File: src/rtl/ctrl_uart_rx_pkg.sv
// Shared definitions for the ctrl UART receiver: register offsets, status bits, FSM states.
// Latency: none (definitions only).
// Backpressure: none (definitions only).
package ctrl_uart_rx_pkg;

    // Byte offsets within the block
    localparam logic [4:0] CTRL_UART_RX_ADR   = 5'h10;
    localparam logic [4:0] CTRL_UART_STAT_ADR = 5'h14;

    // UART_STAT bit positions
    localparam int STAT_RX_VALID  = 0;
    localparam int STAT_RX_FULL   = 1;
    localparam int STAT_OVERRUN   = 2;
    localparam int STAT_FRAME_ERR = 3;

    // Receive FSM encodings
    typedef enum logic [1:0] {
        RX_IDLE  = 2'd0,
        RX_START = 2'd1,
        RX_DATA  = 2'd2,
        RX_STOP  = 2'd3
    } rx_state_t;

    // Word index of a byte address; only adr[4:2] is decoded
    function automatic logic [2:0] word_idx(input logic [4:0] a);
        return a[4:2];
    endfunction

endpackage

File: src/rtl/ctrl_uart_fifo.sv
// Small 8-bit synchronous FIFO with first-word-fall-through head output.
// Latency: a pushed byte appears on head the cycle after the push edge.
// Backpressure: push while full is ignored unless a pop occurs in the same cycle.
module ctrl_uart_fifo #(
    parameter int FIFO_AW = 2
) (
    input  logic       clk,
    input  logic       rst_n,
    input  logic       push,
    input  logic [7:0] din,
    input  logic       pop,
    output logic [7:0] head,
    output logic       full,
    output logic       empty
);
    import ctrl_uart_rx_pkg::*;

    localparam int DEPTH = 1 << FIFO_AW;
    localparam logic [FIFO_AW:0]   CNT_DEPTH = (FIFO_AW+1)'(DEPTH);
    localparam logic [FIFO_AW:0]   CNT_ONE   = (FIFO_AW+1)'(1);
    localparam logic [FIFO_AW-1:0] PTR_ONE   = FIFO_AW'(1);

    logic [7:0]         mem [DEPTH];
    logic [FIFO_AW-1:0] wr_ptr;
    logic [FIFO_AW-1:0] rd_ptr;
    logic [FIFO_AW:0]   count;
    logic               do_push;
    logic               do_pop;

    assign full    = (count == CNT_DEPTH);
    assign empty   = (count == '0);
    // A pop in the same cycle frees the slot a full push needs
    assign do_pop  = pop & ~empty;
    assign do_push = push & (~full | do_pop);
    assign head    = mem[rd_ptr];

    // Storage array; no reset needed since empty masks stale entries
    always_ff @(posedge clk) begin
        if (do_push) mem[wr_ptr] <= din;
    end

    // Pointers wrap naturally modulo depth; count tracks occupancy
    always_ff @(posedge clk or negedge rst_n) begin
        if (!rst_n) begin
            wr_ptr <= '0;
            rd_ptr <= '0;
            count  <= '0;
        end else begin
            if (do_push) wr_ptr <= wr_ptr + PTR_ONE;
            if (do_pop)  rd_ptr <= rd_ptr + PTR_ONE;
            case ({do_push, do_pop})
                2'b10:   count <= count + CNT_ONE;
                2'b01:   count <= count - CNT_ONE;
                default: count <= count;
            endcase
        end
    end

endmodule

File: src/rtl/ctrl_uart_rx.sv
// 8N1 UART receiver into a small FIFO, read over the ctrl register bus (RX_DATA / UART_STAT).
// Latency: ack one cycle after cs; stop-bit sample ~2 + BAUD_DIV/2 + 9*BAUD_DIV cycles after start edge.
// Backpressure: none on the line; a byte arriving to a full FIFO is dropped and flags overrun.
module ctrl_uart_rx #(
    parameter int BAUD_DIV = 434,
    parameter int FIFO_AW  = 2
) (
    input  logic        clk,
    input  logic        rst_n,
    input  logic        uart_rxd,
    input  logic        cs,
    input  logic        we,
    input  logic [3:0]  sel,
    input  logic [4:0]  adr,
    output logic [31:0] dat_r,
    output logic        ack,
    output logic        rx_irq
);
    import ctrl_uart_rx_pkg::*;

    localparam int CW = $clog2(BAUD_DIV);
    localparam logic [CW-1:0] CNT_HALF = CW'(BAUD_DIV/2 - 1);
    localparam logic [CW-1:0] CNT_FULL = CW'(BAUD_DIV - 1);
    localparam logic [CW-1:0] CNT_ONE  = CW'(1);

    logic [1:0]    sync_q;
    logic          rxd_s;
    rx_state_t     state_q, state_d;
    logic [CW-1:0] cnt_q, cnt_d;
    logic [2:0]    bit_q, bit_d;
    logic [7:0]    shift_q, shift_d;
    logic          armed_q, armed_d;
    logic          rx_push, frame_err_set;

    logic          cs_q, acc, rd_acc, rx_pop, stat_rd, overrun_set;
    logic          overrun_q, frame_err_q;
    logic          fifo_full, fifo_empty;
    logic [7:0]    fifo_head;
    logic [31:0]   stat_word, rd_mux;
    logic          unused_bus_bits;

    // Byte selects and sub-word address bits carry no meaning here
    assign unused_bus_bits = &{1'b0, sel, adr[1:0]};

    // Two-flop synchronizer, idle-high so reset never looks like a start bit
    always_ff @(posedge clk or negedge rst_n) begin
        if (!rst_n) sync_q <= 2'b11;
        else        sync_q <= {sync_q[0], uart_rxd};
    end
    assign rxd_s = sync_q[1];

    // Receive FSM registers
    always_ff @(posedge clk or negedge rst_n) begin
        if (!rst_n) begin
            state_q <= RX_IDLE;
            cnt_q   <= '0;
            bit_q   <= '0;
            shift_q <= '0;
            armed_q <= 1'b0;
        end else begin
            state_q <= state_d;
            cnt_q   <= cnt_d;
            bit_q   <= bit_d;
            shift_q <= shift_d;
            armed_q <= armed_d;
        end
    end

    // Next-state: count down to mid-bit, sample, and assemble the byte LSB first
    always_comb begin
        state_d       = state_q;
        cnt_d         = cnt_q;
        bit_d         = bit_q;
        shift_d       = shift_q;
        armed_d       = armed_q;
        rx_push       = 1'b0;
        frame_err_set = 1'b0;
        case (state_q)
            RX_IDLE: begin
                if (!armed_q) begin
                    armed_d = rxd_s;
                end else if (!rxd_s) begin
                    state_d = RX_START;
                    cnt_d   = CNT_HALF;
                end
            end
            RX_START: begin
                if (cnt_q == '0) begin
                    if (!rxd_s) begin
                        state_d = RX_DATA;
                        cnt_d   = CNT_FULL;
                        bit_d   = '0;
                    end else begin
                        state_d = RX_IDLE;
                    end
                end else begin
                    cnt_d = cnt_q - CNT_ONE;
                end
            end
            RX_DATA: begin
                if (cnt_q == '0) begin
                    shift_d = {rxd_s, shift_q[7:1]};
                    cnt_d   = CNT_FULL;
                    if (bit_q == 3'd7) state_d = RX_STOP;
                    else               bit_d   = bit_q + 3'd1;
                end else begin
                    cnt_d = cnt_q - CNT_ONE;
                end
            end
            RX_STOP: begin
                if (cnt_q == '0) begin
                    state_d = RX_IDLE;
                    if (rxd_s) begin
                        rx_push = 1'b1;
                    end else begin
                        frame_err_set = 1'b1;
                        armed_d       = 1'b0;
                    end
                end else begin
                    cnt_d = cnt_q - CNT_ONE;
                end
            end
            default: state_d = RX_IDLE;
        endcase
    end

    ctrl_uart_fifo #(.FIFO_AW(FIFO_AW)) u_fifo (
        .clk   (clk),
        .rst_n (rst_n),
        .push  (rx_push),
        .din   (shift_q),
        .pop   (rx_pop),
        .head  (fifo_head),
        .full  (fifo_full),
        .empty (fifo_empty)
    );

    // An access fires only on the first edge of a cs assertion
    assign acc         = cs & ~cs_q;
    assign rd_acc      = acc & ~we;
    assign rx_pop      = rd_acc & (word_idx(adr) == word_idx(CTRL_UART_RX_ADR)) & ~fifo_empty;
    assign stat_rd     = rd_acc & (word_idx(adr) == word_idx(CTRL_UART_STAT_ADR));
    assign overrun_set = rx_push & fifo_full & ~rx_pop;
    assign rx_irq      = ~fifo_empty;

    // Read data mux: status word and FIFO head
    always_comb begin
        stat_word                 = '0;
        stat_word[STAT_RX_VALID]  = ~fifo_empty;
        stat_word[STAT_RX_FULL]   = fifo_full;
        stat_word[STAT_OVERRUN]   = overrun_q;
        stat_word[STAT_FRAME_ERR] = frame_err_q;
        rd_mux = '0;
        if (word_idx(adr) == word_idx(CTRL_UART_RX_ADR)) begin
            if (!fifo_empty) rd_mux = {24'h0, fifo_head};
        end else if (word_idx(adr) == word_idx(CTRL_UART_STAT_ADR)) begin
            rd_mux = stat_word;
        end
    end

    // Bus response and sticky error flags; a new set beats a same-cycle clear
    always_ff @(posedge clk or negedge rst_n) begin
        if (!rst_n) begin
            cs_q        <= 1'b0;
            ack         <= 1'b0;
            dat_r       <= '0;
            overrun_q   <= 1'b0;
            frame_err_q <= 1'b0;
        end else begin
            cs_q        <= cs;
            ack         <= acc;
            if (rd_acc) dat_r <= rd_mux;
            overrun_q   <= overrun_set   | (overrun_q   & ~stat_rd);
            frame_err_q <= frame_err_set | (frame_err_q & ~stat_rd);
        end
    end

endmodule

File: config.mk
export PLATFORM = sky130hd
export DESIGN_NAME = ctrl_uart_rx
export DESIGN_NICKNAME = d
export VERILOG_FILES = /design/src/rtl/ctrl_uart_rx_pkg.sv /design/src/rtl/ctrl_uart_fifo.sv /design/src/rtl/ctrl_uart_rx.sv
export SDC_FILE = /design/constraint.sdc
export NUM_CORES = 1
export LEC_CHECK = 0
export ABC_AREA = 1
export CAP_MARGIN = 20
export CELL_PAD_IN_SITES_DETAIL_PLACEMENT = 1
export CELL_PAD_IN_SITES_GLOBAL_PLACEMENT = 1
export CORE_UTILIZATION = 35
export CTS_CLUSTER_SIZE = 10
export DETAILED_ROUTE_END_ITERATION = 8
export PLACE_DENSITY_LB_ADDON = 0.1
export SYNTH_ARGS = -nofsm -noshare
export SYNTH_HDL_FRONTEND = slang
export SYNTH_SLANG_ARGS = --single-unit
File: constraint.sdc
create_clock -name clk -period 6.3 [get_ports clk]
set_input_delay 1.26 -clock clk [delete_from_list [all_inputs] [get_ports clk]]
set_output_delay 1.26 -clock clk [all_outputs]
set_load 0.01 [all_outputs]
==> impl_results.md <==
- Post-route DRC: 0
- IO Count: 48
- Min Tclk post-route: 3.19 ns
- Most frequent cells in the layout: 46 x nor2_1, 45 x inv_1, 42 x dfrtp_1
- Total gr overflow: 0
- First-pass DRT Iterations: 4
- Fin Clk Skew: 0.0107 ns
- CP Capture Type: register
- LEAKAGE: 1.78 nW
- Setup TNS: 0 ns
- Crit path max fanout: 10
- Status: complete, no violations
- Critical-path top delay cell: nor2_1
- First-pass GRT wire length: 12,700 um
- Synthesized instance count: 363
- Routed length per instance: 14.3 um
- Row cnt: 37
- Total power: 0.00142 W
- Worst path arrival time: 3.17 ns
- Die H: 106 um
- Post-CTS setup buffer count: 0
- Cell taking the most area after synthesis: dfrtp_1
- Pwr per Cell Area: 340 nW/um2
- Slew @ Worst Pin: 0.820 ns
- Vias per inst: 4.60
- Total CTS buffers: 9
- Clk buf depth: 2
- Largest delay share family, worst path: simple AND/OR/NAND/NOR gates
- Initial Utilization: 0.364
- CTS tree: built
- Worst Setup Start Kind: primary input
- Leading cell type in the layout, fill and taps excluded: nor2_1
- Post-CTS resize count: 0
- Final hold slack: 0.360 ns
- Worst Hold Launch: sync_q[0]
- WS Path Type: in -> reg
- Sequential element share of the synthesized area: 0.547
- R2r startpoint: cnt_q[0]
- Final HPWL DP: 5270 um
- Pins Over Slew Limit: 0
- Total GRT Usage: 0.151
- Hold-fix buffers, CTS: 0
- Drt initial violations: 76
- Critical Path RT: 6.28 ns
- Count of final setup violators: 0
- Input/output buffers: 17
- FF+latch count, synth: 76
- RSZ-0062 raised after global routing: no
- Largest net degree at the start of global routing: 45
- Vias after detailed routing: 2,426
- H-tree level count: 3
- Highest clock rate: 313 MHz
- Nets: 413
- Setup WS post-layout: 3.11 ns
- Area growth, synth to finish: 10.4%
- Synthesized cell area: 3770 um2
- Final Hold Vio Count: 0
- Max_cap viols: 0
- Slew HR: 0.451
- Yosys synthesis warning count: 0
- Clock Tree Root: clkbuf_8
- CP Cell Sequence: clkdlybuf4s50_1 > inv_1 > nor2_4 > nand2_4 > nor2_4 > nor2_1 > nor2_4 > inv_2 > nor2_1
- Die W: 106 um
- CORE AREA: 10,400 um2
- Initial antenna violation count: 0
- DP Cell Count: 511
- Share of cells above drive strength 1: 0.143
- Worst min-delay path class: reg -> reg
- Area contributors post-synth: dfrtp_1 28%, edfxtp_1 25%, buf_4 4.8%
- Cell variety after synth: 44
- Crit path from: cs
- Mean Syn Cell Area: 10.4 um2
- Synth top area share: 0.279
- Die ar.: 11,200 um2
- Final WL: 7550 um
- Clk sinks: 76
- Clk pin slew, worst setup/hold paths: 0.08 ns
- Period utilization: 0.507
- Worst path buffer plus inverter count: 3
- Post-Layout Cell Count: 527
- Routed Antenna Nets: 0
- Later-pin clock latency in the skew report: 0.36 ns
- Routability congestion estimate: 0.704
- VDD IR max: 114 uV
- Diodes inserted: 0
- Pre-CTS WS: 2.67 ns
- Vias in the first global route: 2,492
- Slowest stage delay, CP: 0.63 ns
- Worst path most repeated cell: nor2_4
-- layer usage --
layer  part of all wire  track usage  vias to the layer above
met5                  0            0                        -
met4              0.012       0.0595                        0
met3              0.034       0.0359                        6
met2               0.43        0.215                       43
met1               0.52        0.220                     1181
li1                   -            -                     1196
-- kinds of logic (layout without fill, tap and decap cells) --
logic type                 Yosys count  after routing  synth area share
AOI/OAI and AO/OA                   65             65             0.114
xor gates and xnor gates             8              8            0.0206
adders and majority gates           13             13            0.0451
buffers and inverters               79             84             0.107
DFF                                 76             76             0.547
muxes                                1              1           0.00398
other                                1             24          0.000994
and+or+nand+nor                    120            120             0.161
-- state kept, by name (all words and copies together) (netlist names), named ones only --
register and cells:
u_fifo.mem 32, cnt_q 9, dat_r 8, shift_q 8, bit_q 3, u_fifo.count 3
sync_q 2, u_fifo.rd_ptr 2, u_fifo.wr_ptr 2, ack 1, armed_q 1, cs_q 1
frame_err_q 1, overrun_q 1, state_q 1
-- where the power goes --
group / leakage [nW] / switching, W / internal [W] / total [W]
registers: 0.802 / 0.0000627 / 0.000576 / 0.000638
clock network: 0.0914 / 0.000193 / 0.000144 / 0.000338
logic: 0.890 / 0.000280 / 0.000161 / 0.000441
-- Yosys cell counts, drive strengths merged --
cell and instances:
o2111ai 2, dfrtp 42, inv 50, buf 27, ha 12, xor2 7
o22a 3, a22o 4, mux2 1, clkbuf 2, nor3 1, dfstp 2
conb 1, xnor2 1, nand4 4, o22ai 5, a21oi 8, o221ai 4
nand3 13, nand2 49, a22oi 2, edfxtp 32, nor2 53, fa 1
o21ai 37
-- final cells by class --
cell class | instances | area (um2)
clock buffer | 9 | 124
clock inverter | 7 | 48.8
inverter | 50 | 195
multi-input combinational | 231 | 1390
timing repair buffer | 18 | 173
fill | 1182 | 6200
sequential | 76 | 2060
tap | 136 | 170
-- worst paths after layout --
| kind | to | slack (ns) | cells past startpoint |
|---|---|---|---|
| worst max-delay path | u_fifo.mem[3][0] | 3.11 | 9 |
| worst min-delay path | sync_q[1] | 0.36 | 0 |
| worst max register to register | u_fifo.mem[3][0] | 3.74 | 8 |
| worst min register to register | sync_q[1] | 0.36 | 0 |
| max in group asynchronous | cnt_q[2] | 4.90 | 2 |
| min in group asynchronous | dat_r[4] | 0.98 | 2 |
-- worst register-to-register path: stages, from the launching register on --
cell and delay [ns]:
dfrtp_1 0.41, inv_1 0.10, ha_1 0.23, nand2_2 0.10, nor2_4 0.20, nand4_2 0.20, nor2_4 0.24, inv_2 0.08
nor2_1 0.63
-- metrics by stage --
step,area [um2],util
4_1_cts,4170,0.402
5_1_grt,4170,0.402
3_3_place_gp,3990,0.385
2_1_floorplan,3860,-
6_report,4170,0.402
3_5_place_dp,3990,0.385
Note: power is estimated with default switching activity, not from simulation.
